--- src/rtl/alu_sched.sv ---
// alu_sched: round-robin front end that shares one combinational 16-bit ALU between two ports.
// Operands are registered and held for a per-op settle window; div/mod by zero never reaches the ALU.
module alu_sched #(
  parameter int MULDIV_CYCLES = 4
) (
  input  logic        clk,
  input  logic        reset,
  input  logic [1:0]  req_valid,
  output logic [1:0]  req_ready,
  input  logic [2:0]  req_op0,
  input  logic [2:0]  req_op1,
  input  logic [15:0] req_a0,
  input  logic [15:0] req_b0,
  input  logic [15:0] req_a1,
  input  logic [15:0] req_b1,
  output logic        rsp_valid,
  input  logic        rsp_ready,
  output logic        rsp_id,
  output logic [15:0] rsp_result,
  output logic        rsp_zero,
  output logic        rsp_carry,
  output logic        rsp_divz,
  output logic [15:0] alu_tmp1,
  output logic [15:0] alu_tmp2,
  output logic [2:0]  alu_op,
  output logic        alu_enable,
  input  logic [15:0] alu_result,
  input  logic        alu_zero,
  input  logic        alu_carry
);
  localparam logic [1:0] IDLE = 2'd0, EXEC = 2'd1, DONE = 2'd2;

  logic [1:0]  state;
  logic [3:0]  cnt;
  logic        last_grant, divz;
  logic        grant, accept, sel_divz, sel_slow;
  logic [2:0]  sel_op;
  logic [15:0] sel_a, sel_b;

  always_comb begin
    grant    = (req_valid == 2'b11) ? ~last_grant : req_valid[1];
    sel_op   = grant ? req_op1 : req_op0;
    sel_a    = grant ? req_a1  : req_a0;
    sel_b    = grant ? req_b1  : req_b0;
    sel_divz = (sel_op == 3'b011 || sel_op == 3'b100) && (sel_b == 16'd0);
    // A zero-divisor op is resolved locally, so it gets the short settle window.
    sel_slow = (sel_op == 3'b010 || sel_op == 3'b011 || sel_op == 3'b100) && !sel_divz;
  end

  assign req_ready  = (state == IDLE) ? (req_valid & (grant ? 2'b10 : 2'b01)) : 2'b00;
  assign accept     = |req_ready;
  assign alu_enable = (state == EXEC);
  assign rsp_valid  = (state == DONE);

  always_ff @(posedge clk or posedge reset) begin
    if (reset) begin
      state      <= IDLE;
      cnt        <= 4'd0;
      last_grant <= 1'b1;
      divz       <= 1'b0;
      alu_tmp1   <= 16'd0;
      alu_tmp2   <= 16'd0;
      alu_op     <= 3'b000;
      rsp_id     <= 1'b0;
      rsp_result <= 16'd0;
      rsp_zero   <= 1'b0;
      rsp_carry  <= 1'b0;
      rsp_divz   <= 1'b0;
    end else begin
      case (state)
        IDLE: if (accept) begin
          alu_tmp1   <= sel_a;
          alu_tmp2   <= sel_divz ? 16'd1 : sel_b;
          alu_op     <= sel_op;
          rsp_id     <= grant;
          last_grant <= grant;
          divz       <= sel_divz;
          cnt        <= sel_slow ? 4'(MULDIV_CYCLES - 1) : 4'd0;
          state      <= EXEC;
        end
        EXEC: if (cnt != 4'd0) begin
          cnt <= cnt - 4'd1;
        end else begin
          rsp_result <= divz ? 16'd0 : alu_result;
          rsp_zero   <= divz ? 1'b1  : alu_zero;
          rsp_carry  <= divz ? 1'b0  : alu_carry;
          rsp_divz   <= divz;
          state      <= DONE;
        end
        DONE: if (rsp_ready) state <= IDLE;
        default: state <= IDLE;
      endcase
    end
  end
endmodule

--- config.mk ---
export PLATFORM = sky130hd
export DESIGN_NAME = alu_sched
export DESIGN_NICKNAME = d
export VERILOG_FILES = /design/src/rtl/alu_sched.sv
export SDC_FILE = /design/constraint.sdc
export NUM_CORES = 1
export LEC_CHECK = 0
export ABC_AREA = 1
export CAP_MARGIN = 40
export CORE_AREA = 2 2 90 114
export DETAILED_ROUTE_END_ITERATION = 8
export DIE_AREA = 0 0 92 116
export PLACE_DENSITY_LB_ADDON = 0.12
export SYNTH_ARGS = -nofsm -noshare
export SYNTH_HDL_FRONTEND = slang
export SYNTH_SLANG_ARGS = --single-unit
--- constraint.sdc ---
create_clock -name clk -period 2.74 [get_ports clk]
set_input_delay 0.548 -clock clk [delete_from_list [all_inputs] [get_ports clk]]
set_output_delay 0.548 -clock clk [all_outputs]
set_load 0.01 [all_outputs]
# == After elaboration in Yosys (flattened, before gate mapping) ==
# Cells that the tools add are included.
# classes
n_reduce_logical,15
n_eq_ne,10
add_sub_neg,1
bitwise_logic,3
muxes,18
# ops
op,count
2-to-1 mux 16 bit,4
zero test 16 bit,1
2-to-1 mux 2 bit,6
2-to-1 mux 4 bit,2
one-hot mux 4 bit (2 select lines),1
== test 3 x 2 -> 1 bit (second input constant),2
one-hot mux 2 bit (3 select lines),1
AND reduction 3 bit,2
== test 2 bit (second input constant),2
!= test 2 x 1 -> 1 bit (second input constant),2
!= test 2 bit (second input constant),2
AND reduction 2 bit,2
nonzero test 4 bit,1
subtractor 4 x 1 -> 4 bit (second input constant),1
== test 3 bit (second input constant),1
logical OR 1 bit,3
2-to-1 mux 1 bit,3
2-to-1 mux 3 bit,1
bitwise AND 2 bit,1
== test 2 x 1 -> 1 bit (second input constant),1
logical AND 1 bit,2
zero test 2 bit,1
inverter 1 bit,2
nonzero test 2 bit,1
2 further kinds,2
# word_totals
inputBits,93
ff_bits,63
elab_cells,59
out_inout_bits,59

# == Depth between registers and ports, before layout ==
# depth
ltp_word,11
depth_mapped,11
depth_no_buf,10

# == Worst setup path before layout ==
# Ideal clock, no wire load.
# synth_path
path_kind,in2out
from,in req_valid[1]
to,out req_ready[0]
path_slack_ps,884
required_time_ps,2192
arrival_time_ps,1308
stages,4
path_buffers,3
cell_sequence,buf_4 -> buf_2 -> buf_1 -> a21oi_1
# synth_between
elab_chain_len,5
# synth_rtl
element,line,rtl
start: declaration,8,"input logic [1:0] req_valid,"
== test 2 bit,41,grant = (req_valid == 2'b11) ? ~last_grant : req_valid[1];
2-to-1 mux 1 bit *,41,
2-to-1 mux 2 bit *,50,assign req_ready = (state == IDLE) ? (req_valid & (grant ? 2'b10 : 2'b01)) : 2'b00;
bitwise AND 2 bit *,50,
2-to-1 mux 2 bit *,50,
end: declaration,9,"output logic [1:0] req_ready,"
# Mark *: on every way between the ends. The rest lies on a longest branch, timed or not.

# == Worst setup path in the final report ==
# layout_path
from,in req_valid[1]
to,out req_ready[1]
# layout_between
elab_chain_len,5
# layout_rtl
element,line
== test 2 bit,41
2-to-1 mux 1 bit,41
2-to-1 mux 2 bit,50
bitwise AND 2 bit *,50
2-to-1 mux 2 bit *,50
# Marks and branches as above.

==> results.sh <==
export IMPL_antenna_left=0
export IMPL_holdBufCountCts=0
export IMPL_syn_area_um2=3008
export IMPL_status="finished clean"
export IMPL_core_um2=9509
export IMPL_postSynthCellCount=353
export IMPL_startpoint_type="input port"
export IMPL_die_area_um2=10670
export IMPL_worstPathMaxFanout=6
export IMPL_crit_path_end_kind="primary output"
export IMPL_grt_overflow=0
export IMPL_finalSetupViolCount=0
export IMPL_synth_edf_count=0
export IMPL_max_vdd_ir_drop_v=0.0004113
export IMPL_track_usage_pct=16.98
export IMPL_h_tree_depth=3
export IMPL_yosys_top_cells_area="dfrtp_1 (52%), nand2_1 (15%), nand3_1 (6.2%), a22o_1 (5.0%), nor2_1 (4.7%)"
export IMPL_worst_pin_slew_ns=0.4612
export IMPL_yosysWarnings=0
export IMPL_synth_common_cells="nand2_1 (119), dfrtp_1 (62), nor2_1 (38), nand3_1 (37), a31oi_1 (19)"
export IMPL_required_ns=2.19
export IMPL_grt_pass1_wl_um=14120
export IMPL_avgViaCountPerCell=4.662
export IMPL_layout_worst_path_cycle_share_pct=90.97
export IMPL_hold_viol=0
export IMPL_grt_max_degree=51
export IMPL_antenna_cells=0
export IMPL_cts_root_buf="clkbuf_16"
export IMPL_syn_avg_cell_area_um2=8.521
export IMPL_relSlewSlack_pct=69.21
export IMPL_yosysTopAreaCell="dfrtp_1"
export IMPL_post_route_min_period_ns=2.493
export IMPL_io_buffers=151
export IMPL_vias=2951
export IMPL_path_class="input port to primary output"
export IMPL_ctsResizeCount=0
export IMPL_initial_core_util_pct=31.63
export IMPL_placed_cells=617
export IMPL_async_flop_share_pct=100.0
export IMPL_fillCellCount=912
export IMPL_drt_wl_total_um=8677
export IMPL_antenna_found_initial=0
export IMPL_fp_row_count=40
export IMPL_area_growth_pct=65.22
export IMPL_synth_most_common_cell="nand2_1"
export IMPL_leakagePower_nw=2.244
export IMPL_place_gp_congestion=0.7945
export IMPL_finalSetupTns_ns=0
export IMPL_cp_arrival_ns=1.94
export IMPL_synthDistinctLibCells=28
export IMPL_cts_max_path_buffers=2
export IMPL_fmax_ghz=0.4012
export IMPL_numCtsBuffers=9
export IMPL_final_cells=633
export IMPL_layout_drive_gt1_share_pct=8.087
export IMPL_post_dp_hpwl_um=6409
export IMPL_p_per_area_nw_per_um2=1099
export IMPL_first_global_vias=2930
export IMPL_syn_nets=448
export IMPL_drc_errors=0
export IMPL_ys_flop_type="dfrtp_1"
export IMPL_firstDrtPassIters=4
export IMPL_wire_per_inst_um=13.71
export IMPL_cts_tree="yes"
export IMPL_yosysSeqAreaShare_pct=52.45
export IMPL_yosys_area_top_type_share_pct=51.58
export IMPL_num_nets_final=597
export IMPL_cts_sinks=63
export IMPL_ios=152
export IMPL_hold_ws_ns=0.4680
export IMPL_maxCapViolations=0
export IMPL_ys_seq_elements=63
export IMPL_cts_clk_slew_worst_paths_ns=0.05
export IMPL_skew_ns=0.004024
export IMPL_cts_setup_buffers=0
export IMPL_rsz0062_at_grt="no"
export IMPL_finalMaxSlewViolations=0
export IMPL_worstHoldPathType="register to register"
export IMPL_clk_latency_ns=0.32
export IMPL_first_iter_violations=135
export IMPL_die_height_um=116
export IMPL_dieWidth_um=92
==> kinds of logic after synthesis <==
| logic type | count (synthesis) | synth area share [%] |
|---|---|---|
| adder cells (fa/ha/maj) | 2 | 0.8318 |
| flip-flops | 63 | 52.45 |
| AO/OA/AOI/OAI | 50 | 11.90 |
| buffers and inverters | 34 | 6.031 |
| AND/OR/NAND/NOR | 204 | 28.79 |
==> registers in the layout, summed over array words and instances, names as in the netlist <==
register    cells
alu_tmp1       16
alu_tmp2       16
rsp_result     16
cnt             4
alu_op          3
state           2
divz            1
last_grant      1
rsp_carry       1
rsp_divz        1
rsp_id          1
rsp_zero        1
==> worst paths after layout <==
check / depth (start not counted) / from / end / slack [ns]
max: 4 / req_valid[1] / req_ready[1] / 0.25
min: 2 / alu_tmp2[5] / alu_tmp2[5] / 0.47
max reg2reg: 11 / last_grant / cnt[0] / 0.82
min reg2reg: 2 / alu_tmp2[5] / alu_tmp2[5] / 0.47
max in group asynchronous: 3 / reset / last_grant / 1.55
min in group asynchronous: 2 / reset / rsp_result[11] / 0.56
==> power breakdown <==
part	switching (W)	internal, W
Combinational	0.00124	0.00131
Sequential	0.000247	0.00139
Clock	0.000382	0.000895
Total	0.00187	0.00359
==> routing by layer <==
metal | global-route usage, % | up-vias | wire length [µm]
met4 | 8.756 | 0 | 224
met1 | 19.74 | 1343 | 3496
met3 | 5.397 | 18 | 739
met2 | 28.28 | 123 | 4216
li1 | - | 1467 | -
met5 | 0 | - | 0
==> critical path, cell delays in order <==
cell and delay (ns):
clkdlybuf4s50_1 0.66, nand2_4 0.08, nor2_2 0.11, clkdlybuf4s50_1 0.54
==> metrics by stage <==
step,setup WS [ns],cell area [µm²],power [W],utilization [%]
floorplan,0.6239,3008,0.003004,-
global placement,0.2681,4626,0.004196,48.64
detailed placement,0.2257,4626,0.004235,48.64
CTS,0.2252,4970,0.005557,52.26
global route,0.1749,4970,0.005897,52.26
finish,0.2473,4970,0.005462,52.26
==> area by class of cell <==
class                   instances  area, µm²  share of cell area [%]
repair buffers                158       1589                   31.97
flip-flops and latches         63       1578                   31.75
multi-input cells             256       1249                   25.13
clock buffers                  14      284.0                   5.715
well taps                     126      157.7                   3.172
clock inverters                 2      60.06                   1.208
inverters                      14      52.55                   1.057
==> cell usage in the layout, fill, tap and decap left out, drive strengths merged, types with 2 or more instances in the layout <==
cell           instances
bufinv                 2
nand2                123
a22o                  17
dfrtp                 62
clkdlybuf4s50        151
inv                   14
nor2                  42
nand3                 38
a31oi                 19
clkbuf                14
o21ai                  5
a21oi                  7
buf                    7
ha                     2
(Power assumes the default switching activity.)
==> patch: new RTL, same flow settings <==
Reset style: synchronous (`reset`), changed in one clocked block.
--- a/src/rtl/alu_sched.sv
+++ b/src/rtl/alu_sched.sv
@@ -53,5 +53,5 @@
   assign rsp_valid  = (state == DONE);
 
-  always_ff @(posedge clk or posedge reset) begin
+  always_ff @(posedge clk) begin
     if (reset) begin
       state      <= IDLE;
Formal check against the unedited RTL: differs if reset is asserted again (counterexample within 4 cycles, from zero or initial values and one cycle with reset high); with reset held inactive, the same outputs for 10 cycles.
==> patch against the unedited design <==
  * Worst setup slack got worse by 0.11 ns
  * Maximum frequency fell by 4.0%
  * Wire length fell by 2.9%
  * Sequential cell count did not move
  * Synthesized area fell by 7.0%
  * Cell area fell by 5.4%
  * Critical path type unchanged
  * Largest cell class unchanged
  * Highest routed layer unchanged
Power is not compared: it rests on default switching activity, and its combinational part moved more than twofold at a synthesized area within 25%.
==> patch: results (changes against the unedited design) <==
logic_synthesis:
  ys_seq_area_share_pct: 45.10  # -7.4 points
  syn_avg_cell_area_sq_um: 7.062  # -17%
  synth.area.top_cells: "dfxtp_1, nand2_1, a21oi_1"
  asyncSetResetFlopFracSynth_pct: 0  # -100 points
  synthesis.area_sq_um: 2796  # -7.0%
  synth_top_flop_cell: "dfxtp_1"
  post_synth_fa_ha_maj_area_fraction_pct: 0.8949  # +0.063 points
  synth_nets: 491  # +9.6%
  synth_common_cells: "nand2_1, dfxtp_1, a21oi_1"
  synth_mux_area_share_pct: 0  # unchanged
  post_synth_num_cell_types: 22  # -21%
place:
  place_worst_setup_slack_ns: 0.1753  # -0.05034 ns
  placement.cell_area_sq_um: 4438  # -4.1%
  finalWeightedCongestion: 0.7518  # -5.4%
  post_detailed_placement_half_perimeter_wirelength_mm: 6.237  # -2.7%
  numPlacedInstances: 659  # +6.8%
setup_path:
  worstSetupEndpoint: "req_ready[0]"
  setup.worst_path.start: "req_valid[0]"
  reg2reg_to: "rsp_result[13]"
  timing.rr.start: "cnt[0]"
  delay_of_the_slowest_cell_on_the_worst_path_ns: 0.59  # -0.07 ns
  regToRegSetupSlack_ns: 0.72  # -0.10 ns
  r2r_cells: 9  # -2
  timing.critical_path.arrival_ns: 2.05  # +0.11 ns
finish:
  sh_seq_area_pct: 26.82  # -4.9 points
  clock_area_share_pct: 5.640  # -1.3 points
  fraction_of_standard_cell_area_in_multi_input_logic_pct: 28.36  # +3.2 points
  area_share_nonclk_buffers_pct: 34.00  # +2.0 points
  num-nonclk-inverters: 23  # +9
  finish.net_count: 639  # +7.0%
  non_clock_buffer_count: 161  # +1.9%
  final.clkbuf_count: 13  # -1
  post_layout_nonfiller_instances: 673  # +6.3%
  share_of_layout_cells_above_drive_strength_1_pct: 6.399  # -1.7 points
  multi_input_gates: 286  # +12%
  fillerInstances: 942  # +3.3%
global_route:
  global_route.usage.met1_pct: 17.51  # -2.2 points
  grt_start_max_net_pins: 43  # -16%
  grt_pass1_vias: 2880  # -1.7%
  grt_util_all_layers_pct: 15.63  # -1.4 points
  grt_pass1_wl_mm: 13.14  # -6.9%
  global_route.usage.met3_pct: 5.527  # +0.13 points
  grt.met2_usage_pct: 26.27  # -2.0 points
timing:
  hold_ws_ns: 0.4604  # -0.007582 ns
  worst_clock_skew_ns: 0.002614  # -0.001410 ns
  period_share_pct: 94.81  # +3.8 points
hold_path:
  hold_end: "rsp_result[8]"
  hold_startpoint: "rsp_result[8]"
route:
  viasPerCell: 4.495  # -3.6%
  first_iter_violations: 71  # -47%
run_status:
  outcome: "finished, final reports clean"
clocking:
  cts_root_buffer: "clkbuf_16"
power:
  power_density_nw_per_um2: 703.1
## patch: cell types whose count changed after synthesis, moves of 3 or more
| cell | unedited run | this run |
|---|---|---|
| o21ai_0 | 3 | 24 |
| inv_1 | 10 | 20 |
| nor2_1 | 38 | 27 |
| dfxtp_1 | 0 | 63 |
| a31oi_1 | 19 | 16 |
| nand3_1 | 37 | 20 |
| nor3_1 | 0 | 5 |
| a22o_1 | 17 | 0 |
| buf_6 | 4 | 0 |
| nand2_1 | 119 | 135 |
| clkbuf_1 | 2 | 12 |
| dfrtp_1 | 62 | 0 |
| a21oi_1 | 5 | 35 |
| a22oi_1 | 0 | 10 |
## patch: power breakdown
group	total (W)	internal, W	switching [W]
sequential	0.00116	0.00108	0.0000852
combinational	0.00112	0.000561	0.000557
clock	0.00102	0.000650	0.000375
total	0.00331	0.00229	0.00102
## patch: layer usage
layer	share of wire, %	routed length [microns]	vias to the layer above
li1	-	-	1587
met1	43	3621	1311
met2	46	3908	115
met3	8.7	731	12
met4	2.0	165	0
met5	0	0	-
